File: src/rtl/mem_if_pkg.sv
// Purpose: shared types for the RAM initiator: FSM state encoding and counter sizing.
// Latency: n/a (declarations only).
// Backpressure: n/a.
// Contents: state_t (IDLE/SETUP/ACCESS/DONE, 2 bits), lat_cnt_width() for the read-latency counter.
package mem_if_pkg;

    localparam int STATE_W = 2;

    typedef enum logic [STATE_W-1:0] {
        IDLE   = 2'd0,
        SETUP  = 2'd1,
        ACCESS = 2'd2,
        DONE   = 2'd3
    } state_t;

    // Counter must be able to hold READ_LATENCY-1; $clog2(READ_LATENCY+1) keeps at least one bit.
    function automatic int lat_cnt_width(input int read_latency);
        return (read_latency < 1) ? 1 : $clog2(read_latency + 1);
    endfunction

endpackage

File: src/rtl/mem_access_ctrl_if.sv
// Purpose: bundles the CPU request side and the RAM strobe side of the memory access controller.
// Latency: n/a (wiring only).
// Backpressure: cpu_busy tells the requester that cpu_req is being ignored.
// Modports: master = the controller (drives strobes, busy/done/rdata); slave = CPU + RAM environment.
interface mem_access_ctrl_if #(
    parameter int DATA_WIDTH    = 32,
    parameter int ADDRESS_WIDTH = 9
);
    logic                     cpu_req;
    logic                     cpu_we;
    logic [31:0]              cpu_addr;
    logic [DATA_WIDTH-1:0]    cpu_wdata;
    logic                     cpu_busy;
    logic                     cpu_done;
    logic                     cpu_fault;
    logic [DATA_WIDTH-1:0]    cpu_rdata;
    logic                     mem_read;
    logic                     mem_write;
    logic [ADDRESS_WIDTH-1:0] mem_address;
    logic [DATA_WIDTH-1:0]    mem_data_in;
    logic [DATA_WIDTH-1:0]    mem_data_out;

    modport master (
        input  cpu_req, cpu_we, cpu_addr, cpu_wdata, mem_data_out,
        output cpu_busy, cpu_done, cpu_fault, cpu_rdata,
               mem_read, mem_write, mem_address, mem_data_in
    );

    modport slave (
        output cpu_req, cpu_we, cpu_addr, cpu_wdata, mem_data_out,
        input  cpu_busy, cpu_done, cpu_fault, cpu_rdata,
               mem_read, mem_write, mem_address, mem_data_in
    );
endinterface

File: src/rtl/mem_latency_counter.sv
// Purpose: loadable down-counter timing how long mem_read is held, with a zero flag.
// Latency: load/decrement take effect on the next rising edge; zero is combinational from the count.
// Backpressure: none; saturates at 0 if decremented further.
// Ports: Clock, clear_n (async active-low), load/load_value, dec, zero.
module mem_latency_counter #(
    parameter int WIDTH = 1
) (
    input  logic             Clock,
    input  logic             clear_n,
    input  logic             load,
    input  logic [WIDTH-1:0] load_value,
    input  logic             dec,
    output logic             zero
);
    logic [WIDTH-1:0] count;

    always_ff @(posedge Clock or negedge clear_n) begin
        if (!clear_n) begin
            count <= '0;
        end else if (load) begin
            count <= load_value;
        end else if (dec && (count != '0)) begin
            count <= count - 1'b1;
        end
    end

    assign zero = (count == '0);

endmodule

File: src/rtl/mem_access_ctrl.sv
// Purpose: single-outstanding load/store initiator for the word-addressed RAM (MAR/MDR + sequencer).
// Latency: request edge to sampled cpu_done = 3 cycles for a store, 2+READ_LATENCY for a load.
// Backpressure: cpu_busy is high outside IDLE; cpu_req arriving while busy is dropped, not queued.
// Ports: Clock, clear_n (async active-low), bus (mem_access_ctrl_if.master: cpu_* request/response,
//        mem_read/mem_write/mem_address/mem_data_in to the RAM, mem_data_out from it).
// Option: define MEM_BOUNDS_CHECK_EN to fault addresses >= MEM_SIZE instead of wrapping them.
module mem_access_ctrl
    import mem_if_pkg::*;
#(
    parameter int DATA_WIDTH    = 32,
    parameter int ADDRESS_WIDTH = 9,
    parameter int MEM_SIZE      = 512,
    parameter int READ_LATENCY  = 1
) (
    input  logic              Clock,
    input  logic              clear_n,
    mem_access_ctrl_if.master bus
);
    localparam int               CNT_W    = lat_cnt_width(READ_LATENCY);
    localparam logic [CNT_W-1:0] CNT_LOAD = CNT_W'(READ_LATENCY - 1);

    state_t                   state;
    logic                     we_q;
    logic [ADDRESS_WIDTH-1:0] mar;
    logic [DATA_WIDTH-1:0]    mdr;
    logic                     busy_q;
    logic                     done_q;
    logic                     read_q;
    logic                     write_q;
    logic                     cnt_load;
    logic                     cnt_dec;
    logic                     cnt_zero;

`ifdef MEM_BOUNDS_CHECK_EN
    logic fault_pend;
    logic fault_q;
    logic in_range;

    // Compare the full 32-bit address so that high bits cannot alias into range.
    assign in_range = (bus.cpu_addr < 32'(MEM_SIZE));
`else
    // Upper address bits are intentionally dropped: out-of-range addresses wrap.
    logic unused_addr_hi;
    assign unused_addr_hi = ^bus.cpu_addr[31:ADDRESS_WIDTH];
`endif

    // Counter is preloaded during SETUP so the first ACCESS cycle already sees READ_LATENCY-1.
    assign cnt_load = (state == SETUP);
    assign cnt_dec  = (state == ACCESS) && !we_q;

    mem_latency_counter #(
        .WIDTH (CNT_W)
    ) u_lat_cnt (
        .Clock      (Clock),
        .clear_n    (clear_n),
        .load       (cnt_load),
        .load_value (CNT_LOAD),
        .dec        (cnt_dec),
        .zero       (cnt_zero)
    );

    always_ff @(posedge Clock or negedge clear_n) begin
        if (!clear_n) begin
            state   <= IDLE;
            we_q    <= 1'b0;
            mar     <= '0;
            mdr     <= '0;
            busy_q  <= 1'b0;
            done_q  <= 1'b0;
            read_q  <= 1'b0;
            write_q <= 1'b0;
`ifdef MEM_BOUNDS_CHECK_EN
            fault_pend <= 1'b0;
            fault_q    <= 1'b0;
`endif
        end else begin
            case (state)
                IDLE: begin
                    if (bus.cpu_req) begin
                        state  <= SETUP;
                        busy_q <= 1'b1;
                        we_q   <= bus.cpu_we;
                        mar    <= bus.cpu_addr[ADDRESS_WIDTH-1:0];
`ifdef MEM_BOUNDS_CHECK_EN
                        fault_pend <= !in_range;
                        // A faulting store must leave MDR (and so cpu_rdata) untouched.
                        if (bus.cpu_we && in_range) begin
                            mdr <= bus.cpu_wdata;
                        end
`else
                        if (bus.cpu_we) begin
                            mdr <= bus.cpu_wdata;
                        end
`endif
                    end
                end

                SETUP: begin
`ifdef MEM_BOUNDS_CHECK_EN
                    if (fault_pend) begin
                        state   <= DONE;
                        done_q  <= 1'b1;
                        fault_q <= 1'b1;
                    end else
`endif
                    begin
                        state <= ACCESS;
                        if (we_q) begin
                            write_q <= 1'b1;
                        end else begin
                            read_q <= 1'b1;
                        end
                    end
                end

                ACCESS: begin
                    if (we_q) begin
                        write_q <= 1'b0;
                        state   <= DONE;
                        done_q  <= 1'b1;
                    end else if (cnt_zero) begin
                        read_q <= 1'b0;
                        mdr    <= bus.mem_data_out;
                        state  <= DONE;
                        done_q <= 1'b1;
                    end
                end

                DONE: begin
                    state  <= IDLE;
                    done_q <= 1'b0;
                    busy_q <= 1'b0;
`ifdef MEM_BOUNDS_CHECK_EN
                    fault_q <= 1'b0;
`endif
                end

                default: begin
                    state <= IDLE;
                end
            endcase
        end
    end

    assign bus.cpu_busy    = busy_q;
    assign bus.cpu_done    = done_q;
    assign bus.cpu_rdata   = mdr;
    assign bus.mem_read    = read_q;
    assign bus.mem_write   = write_q;
    assign bus.mem_address = mar;
    assign bus.mem_data_in = mdr;
`ifdef MEM_BOUNDS_CHECK_EN
    assign bus.cpu_fault   = fault_q;
`else
    assign bus.cpu_fault   = 1'b0;
`endif

endmodule

File: src/flat_wrapper.sv
// flat-port wrapper written by rule: the top's interface ports become plain ports
module mem_access_ctrl_flat import mem_if_pkg::*;
#(
    parameter int DATA_WIDTH    = 32,
    parameter int ADDRESS_WIDTH = 9,
    parameter int MEM_SIZE      = 512,
    parameter int READ_LATENCY  = 1
)
  (Clock, clear_n, bus_cpu_req, bus_cpu_we, bus_cpu_addr, bus_cpu_wdata, bus_mem_data_out, bus_cpu_busy, bus_cpu_done, bus_cpu_fault, bus_cpu_rdata, bus_mem_read, bus_mem_write, bus_mem_address, bus_mem_data_in);
  mem_access_ctrl_if #(.DATA_WIDTH(DATA_WIDTH), .ADDRESS_WIDTH(ADDRESS_WIDTH)) bus_i ();
  input  logic Clock;
  input  logic clear_n;
  input wire logic [$bits(bus_i.cpu_req)-1:0] bus_cpu_req;
  input wire logic [$bits(bus_i.cpu_we)-1:0] bus_cpu_we;
  input wire logic [$bits(bus_i.cpu_addr)-1:0] bus_cpu_addr;
  input wire logic [$bits(bus_i.cpu_wdata)-1:0] bus_cpu_wdata;
  input wire logic [$bits(bus_i.mem_data_out)-1:0] bus_mem_data_out;
  output wire logic [$bits(bus_i.cpu_busy)-1:0] bus_cpu_busy;
  output wire logic [$bits(bus_i.cpu_done)-1:0] bus_cpu_done;
  output wire logic [$bits(bus_i.cpu_fault)-1:0] bus_cpu_fault;
  output wire logic [$bits(bus_i.cpu_rdata)-1:0] bus_cpu_rdata;
  output wire logic [$bits(bus_i.mem_read)-1:0] bus_mem_read;
  output wire logic [$bits(bus_i.mem_write)-1:0] bus_mem_write;
  output wire logic [$bits(bus_i.mem_address)-1:0] bus_mem_address;
  output wire logic [$bits(bus_i.mem_data_in)-1:0] bus_mem_data_in;
  assign bus_i.cpu_req = bus_cpu_req;
  assign bus_i.cpu_we = bus_cpu_we;
  assign bus_i.cpu_addr = bus_cpu_addr;
  assign bus_i.cpu_wdata = bus_cpu_wdata;
  assign bus_i.mem_data_out = bus_mem_data_out;
  assign bus_cpu_busy = bus_i.cpu_busy;
  assign bus_cpu_done = bus_i.cpu_done;
  assign bus_cpu_fault = bus_i.cpu_fault;
  assign bus_cpu_rdata = bus_i.cpu_rdata;
  assign bus_mem_read = bus_i.mem_read;
  assign bus_mem_write = bus_i.mem_write;
  assign bus_mem_address = bus_i.mem_address;
  assign bus_mem_data_in = bus_i.mem_data_in;
  mem_access_ctrl #(.DATA_WIDTH(DATA_WIDTH), .ADDRESS_WIDTH(ADDRESS_WIDTH), .MEM_SIZE(MEM_SIZE), .READ_LATENCY(READ_LATENCY)) u_core (.Clock(Clock), .clear_n(clear_n), .bus(bus_i));
endmodule
File: config.mk
export PLATFORM = sky130hd
export DESIGN_NAME = mem_access_ctrl_flat
export DESIGN_NICKNAME = d
export VERILOG_FILES = /design/src/rtl/mem_if_pkg.sv /design/src/rtl/mem_access_ctrl_if.sv /design/src/rtl/mem_latency_counter.sv /design/src/rtl/mem_access_ctrl.sv /design/src/flat_wrapper.sv
export SDC_FILE = /design/constraint.sdc
export NUM_CORES = 1
export LEC_CHECK = 0
export ABC_AREA = 1
export BUFFER_PORTS_ARGS = -buffer_cell sky130_fd_sc_hd__buf_4
export CORE_ASPECT_RATIO = 0.5
export CORE_UTILIZATION = 43
export CTS_CLUSTER_SIZE = 40
export DETAILED_ROUTE_END_ITERATION = 6
export MAX_ROUTING_LAYER = met4
export PLACE_DENSITY = 0.81
export SKIP_LAST_GASP = 1
export SYNTH_ARGS = -nofsm -noshare
export SYNTH_HDL_FRONTEND = slang
export SYNTH_HIERARCHICAL = 1
export SYNTH_SLANG_ARGS = --single-unit
File: constraint.sdc
create_clock -name Clock -period 1.7 [get_ports Clock]
set_input_delay 0.17 -clock Clock [delete_from_list [all_inputs] [get_ports Clock]]
set_output_delay 0.17 -clock Clock [all_outputs]
set_load 0.05 [all_outputs]
==> results.toml <==
[finish]
final_util = 0.659
fin_area_um2 = 4070
area_delta_synth_final_pct = 45.3
fin_nets = 597
fin_cells = 580
diodes = 0
final_common_cell = "nand2_1"
final_layout_size_suffix_gt1_frac = 0.409
final_cell_mix = "nand2_1 (174), buf_4 (166), dfrtp_1 (49)"

[clock_network]
clkTransAtPathRegs_ns = 0.07
cts_tree = "done"
clockBufferDepth = 2
root_buffer = "clkbuf_16"
cts_made_buffers = 5
clock-sinks = 49
h-tree-depth = 2
clk_latency_ns = 0.29

[floorplan]
die_y_um = 59.1
die_area_um2 = 6860
io_pins = 178
num_rows = 20
core_um2 = 6180
start_util = 0.453
die_x_um = 116

[grt]
grt_pass1_wl_um = 11100
antenna_found_initial = 0
gr-usage-all-layers = 0.214
gr-total-overflow = 0
grt_pass1_vias = 2439
grt_start_max_net_pins = 50

[placement]
placed_cells = 565
post-place-ws_ns = 0.0143
place_area_um2 = 3790
port_buffers = 153
place.gp.congestion = 0.775
dp_hpwl_um = 5030

[sta]
skew_ns = 0.00555
setup_viol = 0
max_freq_mhz = 608
tightest_slew_ns = 0.616
relSlewSlack = 0.589
period_needed_ns = 1.64
maxSlewViolCount = 0
setup_ws_ns = 0.0563
hold_viol = 0
post-route-period-util = 0.967

[outcome]
status = "finished clean"

[yosys]
ys_ff_latch = 49
avgSynthCellArea_um2 = 7.74
yosys_warnings = 6
postSynthCellCount = 362
seq_area_frac_synth = 0.437
syn-cell-area_um2 = 2800
synth_cell_type_count = 20

[worst_setup_path]
path_max_fanout = 8
critical_path_arrival_ns = 1.87
end_kind = "flop"
crit_type = "reg -> reg"
crit_required_ns = 1.93
cp-start-kind = "flop"

[route]
viasPerCell = 4.54
wl_per_cell_um = 12.5
final_antenna_net_count = 0
firstDrtPassIters = 6
initialDrtViolationCount = 78
drt_wl_total_um = 7270
post-route-drc-count = 0
route.vias.total = 2635

[hold_path]
hp-class = "in -> reg"

[flow_run]
drv_cap = 0
## Yosys cell counts
library cell,count,share of area
buf_6,6,0.024
inv_2,1,0.0013
o21ai_0,9,0.016
nand3_1,35,0.063
buf_4,34,0.091
nand3_4,1,0.0063
nor2_2,1,0.0022
inv_4,1,0.0022
a21oi_1,2,0.0036
nor2_4,1,0.0040
conb_1,1,0.0013
nand2_4,1,0.0040
mux2_2,9,0.036
buf_2,10,0.018
ha_1,6,0.027
inv_1,14,0.019
nand2_2,2,0.0045
dfrtp_1,49,0.44
nand2_1,175,0.23
nor2_1,4,0.0054
## worst max-delay path, cell delays in order, from the launching register on
cell	delay (ns)
dfrtp_1	0.43
inv_2	0.07
ha_2	0.17
buf_4	0.14
nand2_4	0.09
nand2_2	0.07
nor2_4	0.24
clkbuf_16	0.21
nand3_1	0.07
nand2_1	0.07
## what timing repair did
action / CTS / global route
gates cloned: 0 / 3
setup buffers: 0 / 3
endpoints found under the setup margin: 6 / 32
endpoints found under the hold margin: 49 / 0
pin swaps: 0 / 1
hold buffers: 1 / 0
resized for setup: 1 / 6
## worst paths after layout
| check | from | to | slack, ns | cells past startpoint |
|---|---|---|---|---|
| setup / recovery | u_core/state[1] | u_core/bus.cpu_rdata[1] | 0.06 | 9 |
| hold / removal | bus_cpu_addr[1] | u_core/bus.mem_address[1] | 0.11 | 2 |
| setup reg to reg | u_core/state[1] | u_core/bus.cpu_rdata[1] | 0.06 | 9 |
| hold reg to reg | u_core/bus.cpu_rdata[31] | u_core/bus.cpu_rdata[31] | 0.50 | 2 |
| max in group asynchronous | clear_n | u_core/bus.cpu_rdata[10] | 0.84 | 2 |
| min in group asynchronous | clear_n | u_core/bus.mem_address[8] | 0.44 | 2 |
## area by class of cell
cell class	count	area, um^2
fillers	538	2110
repair buffers	171	1340
flip-flops and latches	49	1230
multi-input cells	248	1160
clock buffers	6	139
well taps	88	110
inverters	16	62.6
clock inverters	2	37.5
## cells by family after synthesis
kind of cell    after synthesis  synth area share
compound gates               11            0.0196
fa+ha+maj                     6            0.0268
buf+inv                      66             0.155
flops                        49             0.438
mux                           9            0.0362
other cells                   1           0.00134
simple gates                220             0.323
## stage by stage
stage	hold slack [ns]	setup TNS, ns
after detailed placement	0.232	0
after global placement	0.227	0
after CTS	0.101	0
after global routing	0.103	-0.146
final	0.106	0
after floorplan	-0.126	0
## sequential cells by signal (all words and copies together) (netlist names)
| name | count |
|---|---|
| u_core/bus.mem_address | 9 |
| u_core/bus.cpu_busy | 1 |
| u_core/state | 2 |
| u_core/u_lat_cnt/count | 1 |
| u_core/bus.mem_read | 1 |
| u_core/bus.cpu_done | 1 |
| u_core/bus.cpu_rdata | 32 |
| u_core/bus.mem_write | 1 |
| u_core/we_q | 1 |
## layer usage
layer | GRT usage | vias to the layer above | wire, um
met1 | 0.267 | 1225 | 3360
met2 | 0.368 | 63 | 3630
met5 | - | - | 0
li1 | - | 1345 | -
met3 | 0.0276 | 2 | 248
met4 | 0.0659 | 0 | 31
Power is not shown: default switching activity piles up to over one toggle a cycle in this logic, so the estimate is an artifact.
